===== config.mk =====
export PLATFORM = sky130hd
export DESIGN_NAME = cla_nibble_seq_adder_flat
export DESIGN_NICKNAME = d
export VERILOG_FILES = /design/src/rtl/cla_nibble_seq_adder_if.sv /design/src/rtl/cla_nibble_seq_adder.sv /design/src/flat_wrapper.sv
export SDC_FILE = /design/constraint.sdc
export NUM_CORES = 1
export LEC_CHECK = 0
export ABC_CLOCK_PERIOD_IN_PS = 5300
export CAP_MARGIN = 20
export CORE_ASPECT_RATIO = 0.9
export CORE_MARGIN = 1
export CORE_UTILIZATION = 35
export DETAILED_ROUTE_END_ITERATION = 10
export GPL_ROUTABILITY_DRIVEN = 0
export PLACE_DENSITY = 0.67
export SYNTH_ARGS = -nofsm -noshare
export SYNTH_HDL_FRONTEND = slang
export SYNTH_SLANG_ARGS = --single-unit

===== constraint.sdc =====
create_clock -name clk -period 5.3 [get_ports clk]
set_clock_uncertainty 0.1 [all_clocks]
set_input_delay 0.795 -clock clk [delete_from_list [all_inputs] [get_ports clk]]
set_output_delay 0.795 -clock clk [all_outputs]
set_load 0.005 [all_outputs]

===== src/rtl/cla_nibble_seq_adder_if.sv =====
// Request/result bundle between a requester and the nibble-serial CLA adder.
// The sub field exists only when CLA_SEQ_SUB_EN is defined.
interface cla_nibble_seq_adder_if #(parameter int WIDTH = 16);
  logic             start;
  logic [WIDTH-1:0] a;
  logic [WIDTH-1:0] b;
  logic             cin;
`ifdef CLA_SEQ_SUB_EN
  logic             sub;
`endif
  logic             ready;
  logic             busy;
  logic             done;
  logic [WIDTH-1:0] sum;
  logic             cout;
  logic             ovf;

  // Handshake: a request is taken on a rising edge where start=1 and ready=1;
  // done is high for one cycle when sum/cout/ovf are valid, and the result is
  // held until the next accepted request. start while ready=0 is dropped.
`ifdef CLA_SEQ_SUB_EN
  modport master (output start, a, b, cin, sub,
                  input  ready, busy, done, sum, cout, ovf);
  modport slave  (input  start, a, b, cin, sub,
                  output ready, busy, done, sum, cout, ovf);
`else
  modport master (output start, a, b, cin,
                  input  ready, busy, done, sum, cout, ovf);
  modport slave  (input  start, a, b, cin,
                  output ready, busy, done, sum, cout, ovf);
`endif
endinterface


===== src/rtl/cla_nibble_seq_adder.sv =====
// Multi-cycle WIDTH-bit adder: one shared 4-bit carry-lookahead slice, one nibble
// per clock, LSB first. Optional subtract mode under macro CLA_SEQ_SUB_EN.
module cla_nibble_seq_adder #(
  parameter int WIDTH = 16
) (
  input  logic                     clk,
  input  logic                     rst,
  cla_nibble_seq_adder_if.slave    bus,
  output logic [1:0]               dbg_state
);
  localparam int NIB = WIDTH / 4;
  localparam int IW  = (NIB > 1) ? $clog2(NIB) : 1;
  localparam logic [IW-1:0] LAST = IW'(NIB - 1);

  typedef enum logic [1:0] {IDLE = 2'd0, RUN = 2'd1, DONE = 2'd2} state_t;

  state_t           state_q, state_d;
  logic             accept;
  logic [IW-1:0]    idx_q;
  logic             carry_q;
  logic [WIDTH-1:0] a_q, b_q, sum_q;
  logic             cout_q, ovf_q;
  logic             sub_in;

  logic [3:0] an, bn, g, p, c, snib;

`ifdef CLA_SEQ_SUB_EN
  assign sub_in = bus.sub;
`else
  assign sub_in = 1'b0;
`endif

  // Shared 4-bit lookahead slice working on the currently selected nibble.
  always_comb begin
    an = a_q[{idx_q, 2'b00} +: 4];
    bn = b_q[{idx_q, 2'b00} +: 4];
    g  = an & bn;
    p  = an ^ bn;
    c[0] = g[0] | (p[0] & carry_q);
    c[1] = g[1] | (p[1] & g[0]) | (p[1] & p[0] & carry_q);
    c[2] = g[2] | (p[2] & g[1]) | (p[2] & p[1] & g[0])
         | (p[2] & p[1] & p[0] & carry_q);
    c[3] = g[3] | (p[3] & g[2]) | (p[3] & p[2] & g[1])
         | (p[3] & p[2] & p[1] & g[0]) | (p[3] & p[2] & p[1] & p[0] & carry_q);
    snib = p ^ {c[2:0], carry_q};
  end

  always_ff @(posedge clk or posedge rst) begin
    if (rst) state_q <= IDLE;
    else     state_q <= state_d;
  end

  always_comb begin
    state_d = state_q;
    accept  = 1'b0;
    case (state_q)
      IDLE: begin
        if (bus.start) begin
          accept  = 1'b1;
          state_d = RUN;
        end
      end
      RUN: begin
        if (idx_q == LAST) state_d = DONE;
      end
      DONE: begin
        // A request held through DONE is taken without an idle bubble.
        if (bus.start) begin
          accept  = 1'b1;
          state_d = RUN;
        end else begin
          state_d = IDLE;
        end
      end
      default: state_d = IDLE;
    endcase
  end

  always_ff @(posedge clk or posedge rst) begin
    if (rst) begin
      idx_q   <= '0;
      carry_q <= 1'b0;
      a_q     <= '0;
      b_q     <= '0;
      sum_q   <= '0;
      cout_q  <= 1'b0;
      ovf_q   <= 1'b0;
    end else if (accept) begin
      a_q     <= bus.a;
      b_q     <= sub_in ? ~bus.b : bus.b;
      carry_q <= sub_in ? 1'b1 : bus.cin;
      idx_q   <= '0;
    end else if (state_q == RUN) begin
      sum_q[{idx_q, 2'b00} +: 4] <= snib;
      carry_q <= c[3];
      idx_q   <= idx_q + 1'b1;
      if (idx_q == LAST) begin
        cout_q <= c[3];
        ovf_q  <= c[2] ^ c[3];
      end
    end
  end

  assign bus.busy  = (state_q == RUN);
  assign bus.ready = (state_q != RUN);
  assign bus.done  = (state_q == DONE);
  assign bus.sum   = sum_q;
  assign bus.cout  = cout_q;
  assign bus.ovf   = ovf_q;
  assign dbg_state = state_q;

endmodule


===== src/flat_wrapper.sv =====
// flat-port wrapper written by rule: the top's interface ports become plain ports
module cla_nibble_seq_adder_flat 
#(
  parameter int WIDTH = 16
)
  (clk, rst, dbg_state, bus_start, bus_a, bus_b, bus_cin, bus_ready, bus_busy, bus_done, bus_sum, bus_cout, bus_ovf);
  cla_nibble_seq_adder_if #(.WIDTH(WIDTH)) bus_i ();
  input  logic clk;
  input  logic rst;
  output logic [1:0] dbg_state;
  input wire logic [$bits(bus_i.start)-1:0] bus_start;
  input wire logic [$bits(bus_i.a)-1:0] bus_a;
  input wire logic [$bits(bus_i.b)-1:0] bus_b;
  input wire logic [$bits(bus_i.cin)-1:0] bus_cin;
  output wire logic [$bits(bus_i.ready)-1:0] bus_ready;
  output wire logic [$bits(bus_i.busy)-1:0] bus_busy;
  output wire logic [$bits(bus_i.done)-1:0] bus_done;
  output wire logic [$bits(bus_i.sum)-1:0] bus_sum;
  output wire logic [$bits(bus_i.cout)-1:0] bus_cout;
  output wire logic [$bits(bus_i.ovf)-1:0] bus_ovf;
  assign bus_i.start = bus_start;
  assign bus_i.a = bus_a;
  assign bus_i.b = bus_b;
  assign bus_i.cin = bus_cin;
  assign bus_ready = bus_i.ready;
  assign bus_busy = bus_i.busy;
  assign bus_done = bus_i.done;
  assign bus_sum = bus_i.sum;
  assign bus_cout = bus_i.cout;
  assign bus_ovf = bus_i.ovf;
  cla_nibble_seq_adder #(.WIDTH(WIDTH)) u_core (.clk(clk), .rst(rst), .bus(bus_i), .dbg_state(dbg_state));
endmodule

Yosys cells after proc, flatten, opt, wreduce, memory -nomap -nowiden
Index checks and enable logic that the tools add are counted.
{"block": "totals", "elab_cells": 68, "ff_bits": 55, "out_inout_bits": 23}
{"block": "classes", "shift": 4, "n_reduce_logical": 6, "n_bitwise": 31, "n_addsub": 2, "muxes": 11, "eq_ne": 6}
{"cell": "$shiftx A16 B5 Y4", "count": 2}
{"cell": "$and A1 B1 Y1", "count": 16}
{"cell": "$bwmux W16", "count": 1}
{"cell": "$shift A4 B6 Y16 const A", "count": 1}
{"cell": "$shiftx A4 B6 Y16", "count": 1}
{"cell": "$or A1 B1 Y1", "count": 10}
{"cell": "$mux W2", "count": 4}
{"cell": "$xor A4 B4 Y4", "count": 2}
{"cell": "$neg A4 Y6", "count": 1}
{"cell": "$pmux W2 S3", "count": 1}
{"cell": "$mux W1", "count": 5}
{"cell": "$and A4 B4 Y4", "count": 1}
{"cell": "$eq A2 B2 Y1 const B", "count": 2}
{"cell": "$ne A2 B1 Y1 const B", "count": 2}
{"cell": "$reduce_and A2 Y1", "count": 2}
{"cell": "$reduce_and A3 Y1", "count": 1}
{"cell": "$add A2 B1 Y2 const B", "count": 1}
{"cell": "$eq A2 B1 Y1 const B", "count": 1}
{"cell": "$logic_not A2 Y1", "count": 1}
{"cell": "$ne A2 B2 Y1 const B", "count": 1}
{"cell": "$reduce_bool A2 Y1", "count": 1}
{"cell": "$reduce_or A2 Y1", "count": 1}
{"cell": "$not A1 Y1", "count": 1}
{"cell": "$xor A1 B1 Y1", "count": 1}

Depth between registers and ports, before layout
{"block": "logic_depth", "depth_word": 9, "depth_mapped": 7}

Worst setup path before layout
OpenSTA, ideal clock, no wires.
{"block": "synth_path", "kind": "reg2reg", "start": "register u_core.idx_q[0]", "end": "register u_core.sum_q[11], in the netlist u_core.bus.sum[11]", "path_buffers": 1, "arrival_time_ns": 2.142, "path_stages_with_launch": 8, "slack_ns": 2.937, "required_ns": 5.079, "path_cell_list": "dfrtp_1 buf_6 mux4_2 ha_1 o21ai_1 o21bai_2 xor2_2 a22o_1"}
{"block": "synth_between", "elab_chain_len": 9}
{"item": "from (decl)", "line": "cla_nibble_seq_adder.sv:19", "rtl": "logic [IW-1:0] idx_q;"}
{"item": "from (signal assigned)", "line": "cla_nibble_seq_adder.sv:96", "rtl": "idx_q <= idx_q + 1'b1;"}
{"item": "$shiftx A16 B5 Y4, on equally long branches", "line": "cla_nibble_seq_adder.sv:35, cla_nibble_seq_adder.sv:36"}
{"item": "$xor A4 B4 Y4 or $and A4 B4 Y4 (tied branches)", "line": "cla_nibble_seq_adder.sv:38, cla_nibble_seq_adder.sv:37"}
{"item": "$and A1 B1 Y1, on equally long branches", "line": "cla_nibble_seq_adder.sv:41, cla_nibble_seq_adder.sv:42"}
{"item": "$or A1 B1 Y1 (tied with other cells)", "line": "cla_nibble_seq_adder.sv:41", "rtl": "c[2] = g[2] | (p[2] & g[1]) | (p[2] & p[1] & g[0])"}
{"item": "$or A1 B1 Y1 or $and A1 B1 Y1 (tied branches)", "line": "cla_nibble_seq_adder.sv:41, cla_nibble_seq_adder.sv:42"}
{"item": "$or A1 B1 Y1", "line": "cla_nibble_seq_adder.sv:42", "rtl": "| (p[2] & p[1] & p[0] & carry_q);"}
{"item": "$xor A4 B4 Y4", "line": "cla_nibble_seq_adder.sv:45", "rtl": "snib = p ^ {c[2:0], carry_q};"}
{"item": "$shiftx A4 B6 Y16", "line": "cla_nibble_seq_adder.sv:94", "rtl": "sum_q[{idx_q, 2'b00} +: 4] <= snib;"}
{"item": "$bwmux W16 *", "line": "cla_nibble_seq_adder.sv:94"}
{"item": "to (signal, indexed assignment)", "line": "cla_nibble_seq_adder.sv:94"}
{"item": "to (decl)", "line": "cla_nibble_seq_adder.sv:21", "rtl": "logic [WIDTH-1:0] a_q, b_q, sum_q;"}
Every way passes the cells marked *; elsewhere a longest branch is shown, timed or not.
A chain may end at the register's enable or synchronous reset.

Worst setup path after layout
{"block": "layout_path", "start": "register u_core.idx_q[0]", "end": "register u_core.sum_q[15], in the netlist u_core.bus.sum[15]"}
Same word-level chain as after synthesis.

==> metrics.txt <==
Worst R2R Path Depth 6; worst setup path class reg -> reg; total number of vias 1607; Top delay family on crit path flip-flops; CP Capture Point u_core.bus.sum[15]$_DFFE_PP0P_; share of cells above drive strength 1 24.89%; WP depth 6; H-Tree Depth 2; wire length per cell 14.52 um; Die H 83.02 um; required time worst endpoint 5.39 ns; TritonCTS clock tree built; Ant. Diodes 0; reg-to-reg endpoint u_core.bus.sum[15]$_DFFE_PP0P_; nets 279; final WL 4732 um; fin area 3307 um^2; fin. max-slew vios 0; DP Area 3226 um^2; Num CTS Buffers 5; antenna violations before repair 0; starting density of the core 36.26%; synth warn 0; io pins 59; post-synthesis sequential area ratio 53.92%; CTS Buffer Depth 2; clock sinks 55; PD cells 648.0 nW/um^2; fin crit period 2.882 ns; Root Driver clkbuf_8; GRT overflow 0; Hold Crit Class reg -> reg; Synth Cell Area 2552 um^2; critical path's slowest cell dfrtp_1; Site Rows 29; worst slew pin tran 0.8172 ns; DRC Markers 0; Clock Pin Slew Worst Setup and Hold Paths 0.09 ns; post-CTS setup buffers 0; setup TNS 0 ns; asr flop ratio synth 100.0%; crit start category register; worst path arrival time 2.97 ns; CP Capture Type register; vias per cell 4.929; Layout Area Growth over Synthesis 29.56%; Final Hold Vio Count 0; flop2flop setup slack 2.42 ns; RSZ-0062 raised after global routing no; CP peak stage delay 0.88 ns; total of cells resized after clock tree synthesis 0; Die X 92.02 um; worst path bufs/invs 0; worst skew pair latency 0.30 ns; crit path cell chain mux4_1 -> ha_1 -> a211oi_2 -> o21bai_2 -> xor2_2 -> a22o_1; FMAX 347.0 MHz; gate count of the mapped netlist 172; status finished clean; Top FF cell, synth dfrtp_1; VDD IR-drop max 0.3220 mV; Slew headroom 45.52%; crit-path max FO 17; Reg2Reg Launch Point u_core.idx_q[0]$_DFFE_PP0P_; initial drt markers 27; Max Cap Viol 0; cts hold-fix bufs 0; beginning of the critical path u_core.idx_q[0]$_DFFE_PP0P_; port bufs 58; Avg Cell Area, Syn 14.84 um^2; number of flops mapped to enable cells by yosys 0; largest net degree at the start of global routing 36; syn nets 219; setup violators final 0; drt pass-1 iters 4; synth unique cells 38; Pleak 0.001399 uW; vias in the first global route 1707; Final ANT Viol Nets 0; fin crit share 54.37%; Synth Register Bits 55; DP Wirelength 3549 um; global-route wire length before repair 8411 um; Die Footprint 7639 um^2; core area 7039 um^2; gr usage total 14.17%
## metal layers
layer  routed length, um  global-route usage (%)  up-vias
li1                    -                       -      758
met1                2296                   20.13      792
met2                2209                   22.32       51
met3                 192                   2.930        6
met4                  34                   3.409        0
met5                   0                       0        -
## worst min path at each step
| stage | from | endpoint | slack [ns] | cells after the start |
|---|---|---|---|---|
| floorplan | u_core.b_q[4]$_DFFE_PP0P_ | u_core.b_q[4]$_DFFE_PP0P_ | 0.37 | 1 |
| global placement | u_core.bus.cout$_DFFE_PP0P_ | u_core.bus.cout$_DFFE_PP0P_ | 0.38 | 2 |
| detailed placement | u_core.bus.sum[11]$_DFFE_PP0P_ | u_core.bus.sum[11]$_DFFE_PP0P_ | 0.39 | 1 |
| CTS | u_core.a_q[8]$_DFFE_PP0P_ | u_core.a_q[8]$_DFFE_PP0P_ | 0.42 | 1 |
| global route | u_core.a_q[2]$_DFFE_PP0P_ | u_core.a_q[2]$_DFFE_PP0P_ | 0.43 | 1 |
| finish | u_core.bus.cout$_DFFE_PP0P_ | u_core.bus.cout$_DFFE_PP0P_ | 0.40 | 2 |
## final cells by class
type / instances / area (um^2)
clock inverter: 1 / 5.005
clock buffer: 7 / 76.32
inverter: 5 / 23.77
multi-input combinational: 105 / 1101
timing repair buffer: 60 / 608.1
sequential: 55 / 1376
fill: 661 / 3732
tap: 93 / 116.4
## cells by family after synthesis
logic type,count (synthesis),synth area share (%)
simple gates,21,5.099
xor+xnor,3,1.324
flops,55,53.92
buf+inv,12,3.039
mux,41,21.72
compound gates,29,9.215
fa+ha+maj,11,5.686
## per-stage QoR
step	hold slack (ns)	worst slack (ns)	power, uW	utilization (%)	std cells
floorplan	0.3718	2.937	1579	-	172
global placement	0.3791	2.469	1916	45.54	317
detailed placement	0.3931	2.382	1960	45.82	318
CTS	0.4157	2.383	2181	46.98	326
global route	0.4326	2.212	2329	46.98	326
finish	0.4008	2.418	2143	46.98	326
## cells in the mapped netlist (2+ instances only)
master | count | area (um^2)
dfrtp_1 | 55 | 1376
mux2_2 | 32 | 360.4
a22o_1 | 16 | 140.1
ha_1 | 10 | 125.1
mux4_2 | 7 | 157.7
nand2_1 | 7 | 26.28
inv_1 | 4 | 15.01
buf_4 | 3 | 22.52
o21ai_0 | 3 | 15.01
and4_1 | 2 | 17.52
buf_6 | 2 | 22.52
nand2_2 | 2 | 12.51
nor2_1 | 2 | 7.510
nor2b_1 | 2 | 12.51
o21ai_1 | 2 | 10.01
## layout by cell type (no fill, tap or decap), drive strengths merged, types with 2 or more instances in the layout
| cell type | netlist | routed |
|---|---|---|
| a21oi | 2 | 2 |
| a22o | 16 | 16 |
| and4 | 2 | 2 |
| buf | 6 | 2 |
| clkbuf | 1 | 7 |
| clkdlybuf4s50 | 0 | 58 |
| dfrtp | 55 | 55 |
| ha | 10 | 10 |
| inv | 5 | 5 |
| mux2 | 32 | 32 |
| mux4 | 8 | 8 |
| nand2 | 9 | 9 |
| nor2 | 3 | 3 |
| nor2b | 2 | 2 |
| o21ai | 5 | 5 |
| o21bai | 2 | 2 |
| xor2 | 2 | 2 |
## power breakdown
group,leakage [uW],internal [uW],switching [uW]
combinational,0.000675,610,557
sequential,0.000681,612,145
clock,0.0000422,93.1,126
total,0.00140,1320,828
## worst reg2reg max path: cells and delay by family (launching register included)
kind	cells	cell delay (ns)
adders and majority gates	1	0.33
AOI/OAI and AO/OA	3	0.57
xor gates and xnor gates	1	0.19
muxes	1	0.70
DFF	1	0.88
## sequential cells by signal, indices dropped and copies added (netlist names)
name and cells:
u_core.carry_q 1, u_core.a_q 16, u_core.bus.ovf 1, u_core.idx_q 2, u_core.b_q 16, u_core.dbg_state 2, u_core.bus.sum 16, u_core.bus.cout 1
Power figures use the tool's default switching activity.
